==> config.mk <==
export PLATFORM = sky130hd
export DESIGN_NAME = pattern_seq_ctrl
export DESIGN_NICKNAME = d
export VERILOG_FILES = /design/src/rtl/pattern_seq_ctrl.sv
export SDC_FILE = /design/constraint.sdc
export NUM_CORES = 1
export LEC_CHECK = 0
export ABC_AREA = 1
export ABC_CLOCK_PERIOD_IN_PS = 5500
export CAP_MARGIN = 0
export CORE_MARGIN = 2
export CORE_UTILIZATION = 45
export DETAILED_ROUTE_END_ITERATION = 12
export PLACE_DENSITY = 0.66
export SLEW_MARGIN = 20
export SYNTH_ARGS = -nofsm -noshare
export SYNTH_HDL_FRONTEND = slang
export SYNTH_SLANG_ARGS = --single-unit
==> constraint.sdc <==
create_clock -name clk -period 5.5 [get_ports clk]
set_clock_uncertainty 0.15 [all_clocks]
set_input_delay 1.1 -clock clk [delete_from_list [all_inputs] [get_ports clk]]
set_output_delay 1.1 -clock clk [all_outputs]
set_load 0.05 [all_outputs]
==> src/rtl/pattern_seq_ctrl.sv <==
// Pattern sequencer: queues (pattern, duty) commands and launches them one
// frame at a time into a PWM engine, with optional looping, gaps and timeout.
module pattern_seq_ctrl #(
  parameter int unsigned DEPTH = 4,
  parameter int unsigned TMO   = 4
) (
  input  logic                   clk,
  input  logic                   rst_n,
  input  logic                   cmd_valid,
  output logic                   cmd_ready,
  input  logic [7:0]             cmd_pat,
  input  logic [7:0]             cmd_duty,
  input  logic                   start,
  input  logic                   stop,
  input  logic                   flush,
  input  logic                   loop_en,
  input  logic [7:0]             gap_num,
  output logic                   pwm_en,
  output logic [7:0]             pat_out,
  output logic [7:0]             duty_out,
  input  logic                   pwm_busy,
  input  logic                   pwm_valid,
  output logic                   seq_busy,
  output logic                   seq_done,
  output logic [$clog2(DEPTH):0] fifo_cnt,
  output logic                   err
);

  localparam int unsigned AW = $clog2(DEPTH);
  localparam int unsigned CW = AW + 1;
  localparam int unsigned TW = ($clog2(TMO + 1) > 8) ? $clog2(TMO + 1) : 8;
  localparam int unsigned GW = TW + 1;

  typedef enum logic [2:0] {
    S_IDLE,
    S_LAUNCH,
    S_WAIT_BUSY,
    S_WAIT_DONE,
    S_GAP
  } state_t;

  state_t          state_q, state_d;
  logic [15:0]     mem_q [DEPTH];
  logic [AW-1:0]   rd_ptr_q, rd_ptr_d, wr_ptr_q, wr_ptr_d, ext_addr_c;
  logic [CW-1:0]   cnt_q, cnt_d;
  logic [TW-1:0]   tcnt_q, tcnt_d;
  logic            pwm_en_q, pwm_en_d;
  logic [7:0]      pat_q, pat_d, duty_q, duty_d;
  logic            seq_busy_q, seq_busy_d, seq_done_q, seq_done_d;
  logic            err_q, err_d, stop_pend_q, stop_pend_d;
  logic            pop_c, push_loop_c, push_ext_c, flush_c, ready_c;
  logic [15:0]     head_c;

  assign head_c  = mem_q[rd_ptr_q];
  assign flush_c = flush && (state_q == S_IDLE);
  assign ready_c = (cnt_q < CW'(DEPTH)) && !(loop_en && seq_busy_q);

  // Sequencer FSM; launch outputs are registered on the edge entering LAUNCH.
  always_comb begin
    state_d     = state_q;
    tcnt_d      = tcnt_q;
    err_d       = err_q;
    stop_pend_d = stop_pend_q | (stop && (state_q != S_IDLE));
    pop_c       = 1'b0;
    pwm_en_d    = 1'b0;
    pat_d       = pat_q;
    duty_d      = duty_q;
    seq_busy_d  = seq_busy_q;
    seq_done_d  = 1'b0;

    case (state_q)
      S_IDLE: begin
        if (start && (cnt_q != '0) && !flush_c) begin
          state_d = S_LAUNCH;
          err_d   = 1'b0;
        end
      end
      S_LAUNCH: begin
        state_d = S_WAIT_BUSY;
        tcnt_d  = '0;
      end
      S_WAIT_BUSY: begin
        if (pwm_busy) begin
          state_d = S_WAIT_DONE;
        end else if (tcnt_q == TW'(TMO - 1)) begin
          err_d   = 1'b1;
          state_d = S_IDLE;
        end else begin
          tcnt_d = tcnt_q + TW'(1);
        end
      end
      S_WAIT_DONE: begin
        if (pwm_valid) begin
          state_d = S_GAP;
          tcnt_d  = '0;
        end
      end
      S_GAP: begin
        // gap_num of zero still spends one cycle here
        if ((GW'(tcnt_q) + GW'(1)) >= GW'(gap_num)) begin
          if ((cnt_q != '0) && !stop_pend_q && !stop) state_d = S_LAUNCH;
          else                                        state_d = S_IDLE;
        end else begin
          tcnt_d = tcnt_q + TW'(1);
        end
      end
      default: state_d = S_IDLE;
    endcase

    if (state_d == S_IDLE) stop_pend_d = 1'b0;

    if (state_d == S_LAUNCH) begin
      pop_c    = 1'b1;
      pwm_en_d = 1'b1;
      pat_d    = head_c[15:8];
      duty_d   = head_c[7:0];
    end
    seq_busy_d = (state_d != S_IDLE);
    seq_done_d = (state_q != S_IDLE) && (state_d == S_IDLE);
  end

  // FIFO pointers/count; a looped entry and an external push may land together.
  always_comb begin
    push_loop_c = pop_c && loop_en;
    push_ext_c  = cmd_valid && ready_c && !flush_c;
    ext_addr_c  = wr_ptr_q + AW'(push_loop_c);
    rd_ptr_d    = rd_ptr_q + AW'(pop_c);
    wr_ptr_d    = wr_ptr_q + AW'(push_loop_c) + AW'(push_ext_c);
    cnt_d       = cnt_q + CW'(push_ext_c) + CW'(push_loop_c) - CW'(pop_c);
    if (flush_c) begin
      rd_ptr_d = '0;
      wr_ptr_d = '0;
      cnt_d    = '0;
    end
  end

  always_ff @(posedge clk) begin
    if (push_loop_c) mem_q[wr_ptr_q]   <= head_c;
    if (push_ext_c)  mem_q[ext_addr_c] <= {cmd_pat, cmd_duty};
  end

  always_ff @(posedge clk or negedge rst_n) begin
    if (!rst_n) begin
      state_q     <= S_IDLE;
      rd_ptr_q    <= '0;
      wr_ptr_q    <= '0;
      cnt_q       <= '0;
      tcnt_q      <= '0;
      pwm_en_q    <= 1'b0;
      pat_q       <= '0;
      duty_q      <= '0;
      seq_busy_q  <= 1'b0;
      seq_done_q  <= 1'b0;
      err_q       <= 1'b0;
      stop_pend_q <= 1'b0;
    end else begin
      state_q     <= state_d;
      rd_ptr_q    <= rd_ptr_d;
      wr_ptr_q    <= wr_ptr_d;
      cnt_q       <= cnt_d;
      tcnt_q      <= tcnt_d;
      pwm_en_q    <= pwm_en_d;
      pat_q       <= pat_d;
      duty_q      <= duty_d;
      seq_busy_q  <= seq_busy_d;
      seq_done_q  <= seq_done_d;
      err_q       <= err_d;
      stop_pend_q <= stop_pend_d;
    end
  end

  assign cmd_ready = ready_c;
  assign pwm_en    = pwm_en_q;
  assign pat_out   = pat_q;
  assign duty_out  = duty_q;
  assign seq_busy  = seq_busy_q;
  assign seq_done  = seq_done_q;
  assign fifo_cnt  = cnt_q;
  assign err       = err_q;

endmodule

Word-level counts from Yosys, hierarchy flattened. Memories as Yosys holds them, arrays and structs flattened. Cells that the tools add are included.

$add $sub $neg: 8. $lt $le $gt $ge: 2. Equality and inequality tests: 12. Muxes and demuxes: 25. Bitwise operators: 1. Reduce and logical (&&, ||, !) cells: 25.

Operators with widths (count): $mux W8 (4); $pmux W8 S4 (1); $mux W3 (6); $pmux W3 S5 (1); $logic_and A1 B1 Y1 (12); $mux W1 (10); $ne A2 B2 Y1 const B (5); $add A8 B1 Y9 const B (1); $ge A9 B8 Y1 (1); $reduce_bool A3 Y1 (3); $add A8 B1 Y8 const B (1); $eq A8 B2 Y1 const B (1); $add A2 B1 Y2 (3); $add A3 B1 Y3 (2); $eq A3 B1 Y1 const B (2); $eq A3 B2 Y1 const B (2); $logic_not A3 Y1 (2); $reduce_and A5 Y1 (1); $logic_not A1 Y1 (4); $mux W2 (2); $reduce_and A4 Y1 (1); $reduce_bool A4 Y1 (1); $eq A3 B3 Y1 const B (1); $lt A3 B3 Y1 const B (1); 5 further kinds (5).

Register bits after elaboration: 39. Bits in writable memories: 64. Output and inout bits: 24. Logic and storage cells: 86. Memories: 1.

Memory list: mem_q (depth 4, width 16, rd ports 1, clocked after memory_dff 0, wr ports 2, line 43) `logic [15:0] mem_q [DEPTH];`.

Depth between registers and ports, before layout. Gate-level depths: netlist of the first run.

Depth in word-level cells: 12. Depth in mapped cells: 26. Gate-level depth less buffers: 24.

Least setup slack after synthesis of the first run. Ideal clock, no wire load.

Kind: input port to flip-flop. From: input gap_num[2]. To: memory mem_q[0][0], enable pin. Library setup time: 372 ps. Arrival: 3570 ps. Setup slack: 1408 ps. Stages on the path: 20. Path buffers: 2. Path through: inv_1 -> ha_1 -> nand2_1 -> nand2_1 -> nand2_1 -> nand3_1 -> nand2_1 -> nand2_1 -> nand2_1 -> nand2_2 -> nand3_4 -> nand2_8 -> nand2_8 -> buf_6 -> nor2_2 -> ha_1 -> xnor2_1 -> nand3_2 -> clkbuf_2 -> nand2_1.

RTL lines: start: declaration (line 17) `input logic [7:0] gap_num,`; end: declaration (line 43).

==> results of run 1 <==
==> state kept, by name (all words and copies together) (netlist names) <==
name and cells:
duty_out 8, err 1, fifo_cnt 3, mem_q 64
pat_out 8, pwm_en 1, rd_ptr_q 2, seq_busy 1
seq_done 1, state_q 3, stop_pend_q 1, tcnt_q 8
wr_ptr_q 2
==> logic make-up (layout without fill, tap and decap cells) <==
kind of cell	count (synthesis)	in the layout	synth area share (%)
buffers and inverters	93	147	7.20
AO/OA/AOI/OAI	123	123	11.9
adder cells (fa/ha/maj)	14	14	3.52
XOR/XNOR	8	8	1.30
AND/OR/NAND/NOR	260	260	22.4
flip-flops	103	103	53.6
==> Yosys cell counts <==
| cell type | count | share of area, % |
|---|---|---|
| nand3_2 | 4 | 0.74 |
| and2_1 | 2 | 0.23 |
| nand2_1 | 142 | 9.9 |
| nor4b_4 | 1 | 0.44 |
| nor3_2 | 1 | 0.19 |
| clkbuf_1 | 8 | 0.56 |
| nor2_1 | 50 | 3.5 |
| nand2_2 | 13 | 1.5 |
| nor2_4 | 2 | 0.42 |
| o22ai_1 | 16 | 1.9 |
| fa_1 | 2 | 0.74 |
| or2_2 | 3 | 0.35 |
| nor2_2 | 3 | 0.35 |
| nand3_4 | 1 | 0.32 |
| buf_6 | 3 | 0.63 |
| inv_2 | 9 | 0.63 |
| nand3_1 | 23 | 2.1 |
| xor2_1 | 7 | 1.1 |
| xnor2_1 | 1 | 0.16 |
| clkbuf_2 | 1 | 0.093 |
| o21ai_1 | 22 | 2.0 |
| nor4_1 | 1 | 0.12 |
| inv_1 | 59 | 4.1 |
| nor3_4 | 1 | 0.30 |
| nand4_1 | 6 | 0.69 |
| o21ai_0 | 78 | 7.2 |
| edfxtp_1 | 64 | 36 |
| nor3_1 | 4 | 0.37 |
| ha_1 | 12 | 2.8 |
| dfrtp_1 | 39 | 18 |
| buf_2 | 13 | 1.2 |
| a21oi_1 | 5 | 0.46 |
| nand2_4 | 1 | 0.21 |
| nand2_8 | 2 | 0.74 |
| a31oi_1 | 1 | 0.12 |
| a22oi_2 | 1 | 0.23 |
==> metrics by stage <==
| step | area (um^2) | worst slack, ns |
|---|---|---|
| 2_1_floorplan | 5400 | 1.41 |
| 3_5_place_dp | 6060 | 0.653 |
| 3_3_place_gp | 6060 | 0.834 |
| 6_report | 6380 | 1.07 |
| 5_1_grt | 6380 | 0.761 |
| 4_1_cts | 6380 | 1.03 |
==> where the power goes <==
part / internal [uW] / switching [uW] / total (uW)
Clock: 373 / 294 / 668
Combinational: 580 / 1240 / 1820
Sequential: 1160 / 118 / 1280
==> final cells by class <==
cell class                      count  area, um^2
Clock inverter                      6        77.6
Fill cell                        1064        5480
Tap cell                          147         184
Timing Repair Buffer               63         608
Clock buffer                       10         239
Sequential cell                   103        2900
Multi-Input combinational cell    405        2120
Inverter                           68         255
==> routing by layer <==
metal	vias to the layer above	wire [um]
li1	2098	-
met1	1960	5150
met2	148	5690
met3	26	746
met4	0	356
met5	-	0
==> path summary, 6_finish.rpt <==
kind,startpoint,endpoint,cells after the start
setup / recovery,gap_num[2],mem_q[3][11],20
hold / removal,duty_out[2],duty_out[2],2
setup reg to reg,tcnt_q[0],mem_q[3][11],22
hold reg to reg,duty_out[2],duty_out[2],2
max in group asynchronous,rst_n,tcnt_q[5],1
min in group asynchronous,rst_n,fifo_cnt[2],1
==> worst max-delay path, stage by stage <==
cell and delay (ns):
clkdlybuf4s50_1 0.45, inv_1 0.04, ha_1 0.30, nand2_1 0.07
inv_1 0.04, nand3_1 0.07, nand3_1 0.07, nand2_1 0.06
nand2_1 0.05, nand2_1 0.10, nand2_2 0.09, nand3_4 0.10
nand2_8 0.13, nand2_8 0.18, nor2_2 0.05, ha_1 0.19
xnor2_1 0.39, inv_1 0.15, nand3_2 0.11, nand2_1 0.45
==> metrics.yaml, run 1 <==
timing:
  setup_tns_ns: 0
  slew_headroom_pct: 37.8
  slew_viol_final: 0
  rsz0062_at_grt: "no"
  hold_ws_ns: 0.325
  hold_violations: 0
  setup_viol: 0
  layout_min_cycle_time_ns: 4.43
  tightest_slew_ns: 0.933
  fin_crit_sh_pct: 80.5
  timing.fmax_mhz: 226
die:
  die-area_um2: 12900
  io_pins: 57
  rows: 40
  die_x_um: 114
  core_area_um2: 11900
  start_util_pct: 45.6
  die_y_um: 114
setup_path:
  crit_arrival_ns: 4.20
  rrSetupSlack_ns: 1.22
  critical_path_class: "in -> reg"
  critPathMaxFanout: 24
  required_ns: 5.28
  crit_path_start_kind: "input pin"
  endpoint_kind: "flop"
synth:
  avgSynthCellArea_um2: 8.99
  netlist_area_um2: 5400
  ys_ff_latch: 103
  syn_nets: 648
  netlist-cell-type-count: 36
  yosys_warnings: 0
  synthCells: 601
  seq_area_frac_synth_pct: 53.6
flow_run:
  cap_violations: 0
global_route:
  first_global_vias: 3958
  met1_usage_pct: 26.5
  grt_usage_pct: 19.9
  grt_pass1_wl_mm: 19.8
  grt_max_degree: 40
  grtUsageMet3_pct: 3.19
  antenna_found_initial: 0
  overflow: 0
  grtUsageMet2_pct: 32.2
  grt_busiest_layer: "met2"
layout:
  final_cells: 802
  syn2layout_area_growth_pct: 18.0
  postLayoutCoreUtil_pct: 53.8
  diodes: 0
  drive_above_1_share_pct: 10.1
  final_cell_mix: "nand2_1 (142), o21ai_0 (78), edfxtp_1 (64)"
  nNetsFinal: 697
  final_common_cell: "nand2_1"
route:
  wl_per_cell_um: 14.9
  via_per_inst: 5.28
  drc_errors: 0
  num_vias: 4232
  ant_nets: 0
  wl_mm: 11.9
  drt_iter0_drc: 271
  dr.pass1.iters: 5
clock_network:
  cts_tree: "done"
  htreeDepth: 3
  clock-sinks: 103
  post_cts_buffers: 0
  cts_resized: 0
  clockRootBuffer: "clkbuf_16"
  cts_made_buffers: 9
  clk_pin_slew_worst_paths_ns: 0.07
  cts_buffer_depth: 2
  holdBufCountCts: 0
  clk_latency_ns: 0.35
pwr:
  total_power_uw: 3770
  powerDensity_nw_per_um2: 591
  ir_drop_v: 0.000377
  p_leak_uw: 0.00290
placement:
  place_inst: 786
  port_buffers: 56
  dp.final_hpwl_mm: 8.23
  gp_congestion: 0.835
worst_hold_path:
  min_path_type: "reg -> reg"
status:
  outcome: "finished, final reports clean"
Power figures use the tool's default switching activity.
==> run 2: changes to the inputs <==
--- a/config.mk
+++ b/config.mk
@@ -6,7 +6,7 @@
 export NUM_CORES = 1
 export LEC_CHECK = 0
 export ABC_AREA = 1
-export ABC_CLOCK_PERIOD_IN_PS = 5500
+export ABC_CLOCK_PERIOD_IN_PS = 4300
 export CAP_MARGIN = 0
 export CORE_MARGIN = 2
 export CORE_UTILIZATION = 45
==> constraint.sdc (replaced) <==
create_clock -name clk -period 4.3 [get_ports clk]
set_clock_uncertainty 0.15 [all_clocks]
set_input_delay 0.86 -clock clk [delete_from_list [all_inputs] [get_ports clk]]
set_output_delay 0.86 -clock clk [all_outputs]
set_load 0.05 [all_outputs]
==> run 2 against run 1 <==
Effect of this change:
- clock-buffer cell count unchanged
- die area unchanged
- register-to-register slack got worse by 0.89 ns
- via count increased by 1.3%
- cell area about the same
==> metrics.yaml, run 2 (synthesis results as in run 1) <==
worst_hold_path:
  min_path_type: "reg -> reg"
  min_from: "duty_out[1]"
  holdPathStages: 2
timing:
  timing.fmax_mhz: 252
  setup_tns_ns: 0
  fin_ws_ns: 0.332
  rsz0062_at_grt: "no"
  fin_crit_sh_pct: 92.3
  slew_headroom_pct: 34.7
  hold_violations: 0
  slew_viol_final: 0
  tightest_slew_ns: 0.979
  setup_viol: 0
  layout_min_cycle_time_ns: 3.97
status:
  outcome: "finished, final reports clean"
layout:
  nNetsFinal: 703
  final_common_cell: "nand2_1"
  syn2layout_area_growth_pct: 17.9
  final_cell_mix: "nand2_1 (142), o21ai_0 (78), edfxtp_1 (64)"
  diodes: 0
  largest-register: "mem_q"
  drive_above_1_share_pct: 10.7
  largest_reg_flops: 64
  postLayoutCoreUtil_pct: 53.7
clock_network:
  clk_latency_ns: 0.35
  cts_resized: 0
  cts_tree: "done"
  holdBufCountCts: 0
  cts_buffer_depth: 2
  post_cts_buffers: 0
  cts_made_buffers: 9
  clock-sinks: 103
  clockRootBuffer: "clkbuf_16"
  clk_pin_slew_worst_paths_ns: 0.07
  htreeDepth: 3
setup_path:
  required_ns: 4.23
  crit_arrival_ns: 3.90
  crit_path_start_kind: "flop"
  critical_path_class: "reg -> reg"
  path_cells: "ha_1 -> nand2_2 -> nor3_2 -> xor2_1 -> ha_1 -> a21oi_1 -> nand2_1 -> nand2_1 -> nand2_2 -> nand3_4 -> nand2_8 -> nand2_8 -> nor2_2 -> ha_1 -> xnor2_1 -> inv_1 -> nand3_2 -> buf_4 -> o21ai_0"
  endpoint_kind: "flop"
  max_stage_delay_ns: 0.42
  worst_path_most_repeated_cell: "ha_1"
  r2r_cells: 19
  critPathMaxFanout: 32
  setup.worst_path.start: "tcnt_q[0]"
  reg2reg_from: "tcnt_q[0]"
  slowest_stage: "dfrtp_1"
die:
  core_area_um2: 11900
  die-area_um2: 12900
  die_x_um: 114
  rows: 40
  die_y_um: 114
  start_util_pct: 45.6
  io_pins: 57
placement:
  gp_congestion: 0.860
  pre_cts_ws_ns: 0.0777
  dp.final_hpwl_mm: 8.16
  port_buffers: 56
route:
  drc_errors: 0
  dr.pass1.iters: 5
  wl_mm: 12.4
  drt_iter0_drc: 217
  wl_per_cell_um: 15.3
  ant_nets: 0
  num_vias: 4285
  via_per_inst: 5.30
global_route:
  grtUsageMet2_pct: 34.9
  overflow: 0
  grt_busiest_layer: "met2"
  grtUsageMet3_pct: 4.25
  met1_usage_pct: 25.5
  grt_usage_pct: 20.3
  first_global_vias: 4254
  antenna_found_initial: 0
  grt_pass1_wl_mm: 20.6
  grt_max_degree: 40
pwr:
  ir_drop_v: 0.000431
  powerDensity_nw_per_um2: 749
  p_leak_uw: 0.00291
flow_run:
  cap_violations: 0
==> run 2: cell types whose count changed in the layout (fill, tap and decap cells not counted) <==
cell,previous run,this run
buf_4,7,13
clkinv_2,0,4
clkinv_4,2,0
inv_8,2,0
bufinv_16,1,0
clkbuf_1,0,1
clkbuf_8,1,0
inv_6,0,1
==> run 2: per-stage QoR <==
| step | instances | total power, uW | hold WS (ns) | instance area, um^2 |
|---|---|---|---|---|
| 3_3_place_gp | 792 | 3960 | 0.317 | 6110 |
| 4_1_cts | 808 | 4800 | 0.333 | 6370 |
| 2_1_floorplan | 601 | 3380 | 0.325 | 5400 |
| 5_1_grt | 808 | 5130 | 0.355 | 6370 |
| 6_report | 808 | 4770 | 0.325 | 6370 |
| 3_5_place_dp | 792 | 4040 | 0.313 | 6110 |
==> run 2: power breakdown <==
part	switching [uW]	total [uW]	internal (uW)
clock	361	752	391
combinational	1620	2390	772
sequential	144	1630	1490
==> run 2: final cells by class <==
class	instances	area (um^2)
fillers	1109	5490
flip-flops and latches	103	2900
multi-input cells	405	2120
repair buffers	69	653
inverters	68	255
clock buffers	10	229
well taps	147	184
clock inverters	6	36.3
==> run 2: path summary, 6_finish.rpt <==
path / slack, ns / end
worst max-delay path: 0.33 / mem_q[2][6]
worst min-delay path: 0.32 / duty_out[1]
worst max register to register: 0.33 / mem_q[2][6]
worst min register to register: 0.32 / duty_out[1]
max in group asynchronous: 2.98 / pat_out[1]
min in group asynchronous: 0.47 / fifo_cnt[1]
==> run 2: worst max-delay path: cells and delay by family (launching register included) <==
family | cells | cell delay [ns]
and+or+nand+nor | 10 | 0.99
DFF | 1 | 0.42
buffers and inverters | 2 | 0.45
xor gates and xnor gates | 2 | 0.63
AOI/OAI and AO/OA | 2 | 0.31
adders and majority gates | 3 | 0.74
==> run 2: routing by layer <==
metal,up-vias,wire length (um)
li1,2112,-
met1,2047,5280
met2,110,6300
met3,16,620
met4,0,197
met5,-,0
==> run 3: changes to the inputs <==
--- a/config.mk
+++ b/config.mk
@@ -11,6 +11,7 @@
 export CORE_MARGIN = 2
 export CORE_UTILIZATION = 45
 export DETAILED_ROUTE_END_ITERATION = 12
+export GPL_TIMING_DRIVEN = 0
 export PLACE_DENSITY = 0.66
 export SLEW_MARGIN = 20
 export SYNTH_ARGS = -nofsm -noshare
==> run 3 against run 2 <==
Effect of this change:
- combinational power up 4%
- register-to-register slack is essentially flat
- worst setup slack lost 0.0068 ns
- highest routed layer unchanged
==> metrics.yaml, run 3 (synthesis results as in run 1) <==
clock_network:
  cts_made_buffers: 9
  clock-sinks: 103
  cts_tree: "done"
  holdBufCountCts: 0
  clockRootBuffer: "clkbuf_16"
  clk_pin_slew_worst_paths_ns: 0.07
  cts_buffer_depth: 2
  htreeDepth: 3
  clk_latency_ns: 0.35
worst_hold_path:
  min_path_type: "in -> async"
layout:
  nNetsFinal: 717
  largest-register: "mem_q"
  final_cell_mix: "nand2_1 (138), o21ai_0 (78), edfxtp_1 (64)"
  diodes: 0
  final_common_cell: "nand2_1"
  largest_reg_flops: 64
  postLayoutCoreUtil_pct: 55.2
  drive_above_1_share_pct: 12.1
  syn2layout_area_growth_pct: 21.2
route:
  wl_per_cell_um: 16.8
  wl_mm: 13.8
  ant_nets: 0
  drc_errors: 0
  via_per_inst: 5.36
  num_vias: 4408
  drt_iter0_drc: 317
  dr.pass1.iters: 5
setup_path:
  crit_arrival_ns: 3.90
  r2r_cells: 24
  required_ns: 4.23
  critical_path_class: "reg -> reg"
  setup.worst_path.start: "tcnt_q[0]"
  r2r_end: "mem_q[2][10]"
  critPathMaxFanout: 16
  crit_end: "mem_q[2][10]"
  rrSetupSlack_ns: 0.33
  reg2reg_from: "tcnt_q[0]"
  crit_path_start_kind: "flop"
  endpoint_kind: "flop"
timing:
  setup_viol: 0
  tightest_slew_ns: 0.612
  timing.fmax_mhz: 252
  setup_tns_ns: 0
  rsz0062_at_grt: "no"
  hold_violations: 0
  slew_headroom_pct: 59.2
  slew_viol_final: 0
  layout_min_cycle_time_ns: 3.97
  fin_crit_sh_pct: 92.4
die:
  start_util_pct: 45.6
  io_pins: 57
  die-area_um2: 12900
  die_x_um: 114
  core_area_um2: 11900
  rows: 40
  die_y_um: 114
global_route:
  grt_busiest_layer: "met2"
  first_global_vias: 4285
  overflow: 0
  grt_pass1_wl_mm: 21.9
  grt_usage_pct: 22.2
  grtUsageMet2_pct: 38.0
  grtUsageMet3_pct: 3.03
  met1_usage_pct: 29.3
  grt_max_degree: 21
  antenna_found_initial: 0
pwr:
  p_leak_uw: 0.00294
  powerDensity_nw_per_um2: 753
  ir_drop_v: 0.000390
status:
  outcome: "finished, final reports clean"
placement:
  port_buffers: 56
  dp.final_hpwl_mm: 9.36
  gp_congestion: 0.839
flow_run:
  cap_violations: 0
-- run 3: cell types whose count changed in the layout (fill, tap and decap cells not counted), moves of 2 or more --
cell      change
clkbuf_8      +3
clkinv_2      -4
clkbuf_1      +9
nand2_1       -4
buf_6         +3
buf_4        -11
nand2_8       +4
buf_2        +11
clkbuf_4      +2
-- run 3: worst max-delay path: stages, from the launching register on --
cell      delay [ns]
dfrtp_1         0.42
ha_2            0.25
nand2_2         0.07
nor2_1          0.12
xor2_1          0.20
ha_1            0.27
nand2_1         0.06
inv_1           0.04
nand2_1         0.06
nand3_1         0.08
nand2_1         0.06
nand2_1         0.05
nand2_1         0.11
nand2_2         0.09
nand3_4         0.10
nand2_8         0.08
nand2_8         0.10
buf_6           0.18
nor2_2          0.04
ha_1            0.21
xnor2_2         0.24
inv_1           0.12
nand3_2         0.14
clkbuf_4        0.28
nand2_8         0.16
-- run 3: report_power, final --
| group | internal [uW] | switching (uW) | leakage [uW] |
|---|---|---|---|
| Clock | 441 | 363 | 0.000135 |
| Sequential | 1490 | 150 | 0.00108 |
| Combinational | 811 | 1680 | 0.00173 |
-- run 3: worst min path at each step --
stage                      from     endpoint  slack [ns]  depth (start not counted)
finish                    rst_n  fifo_cnt[2]        0.33                          1
global route              rst_n  fifo_cnt[2]        0.36                          1
CTS                       rst_n          err        0.34                          1
detailed placement  duty_out[1]  duty_out[1]        0.32                          2
global placement    duty_out[0]  duty_out[0]        0.31                          2
floorplan             tcnt_q[1]    tcnt_q[1]        0.33                          2
-- run 3: timing repair --
item | CTS | global route
pin swaps | 0 | 1
setup buffers | 0 | 1
endpoints found under the setup margin | 64 | 101
gates resized for setup | 9 | 10
-- run 3: metal layers --
metal	wire length [um]	up-vias
met4	249	0
li1	-	2137
met2	6860	152
met1	5820	2098
met3	838	21
met5	0	-
-- run 3: area by class of cell --
type,count,area [um^2]
fillers,1065,5310
flip-flops and latches,103,2900
multi-input cells,405,2190
repair buffers,58,591
clock buffers,14,274
inverters,68,255
well taps,147,184
plain buffers,25,141
clock inverters,2,15.0
-- run 3: metrics by stage --
stage	setup slack, ns	instances	area [um^2]	power (uW)	hold slack [ns]
global placement	-0.735	804	6150	4020	0.311
global route	0.0138	822	6550	5270	0.362
finish	0.325	822	6550	4930	0.326
floorplan	0.381	601	5400	3380	0.325
CTS	0.0500	821	6500	4920	0.339
detailed placement	-0.786	805	6170	4100	0.319
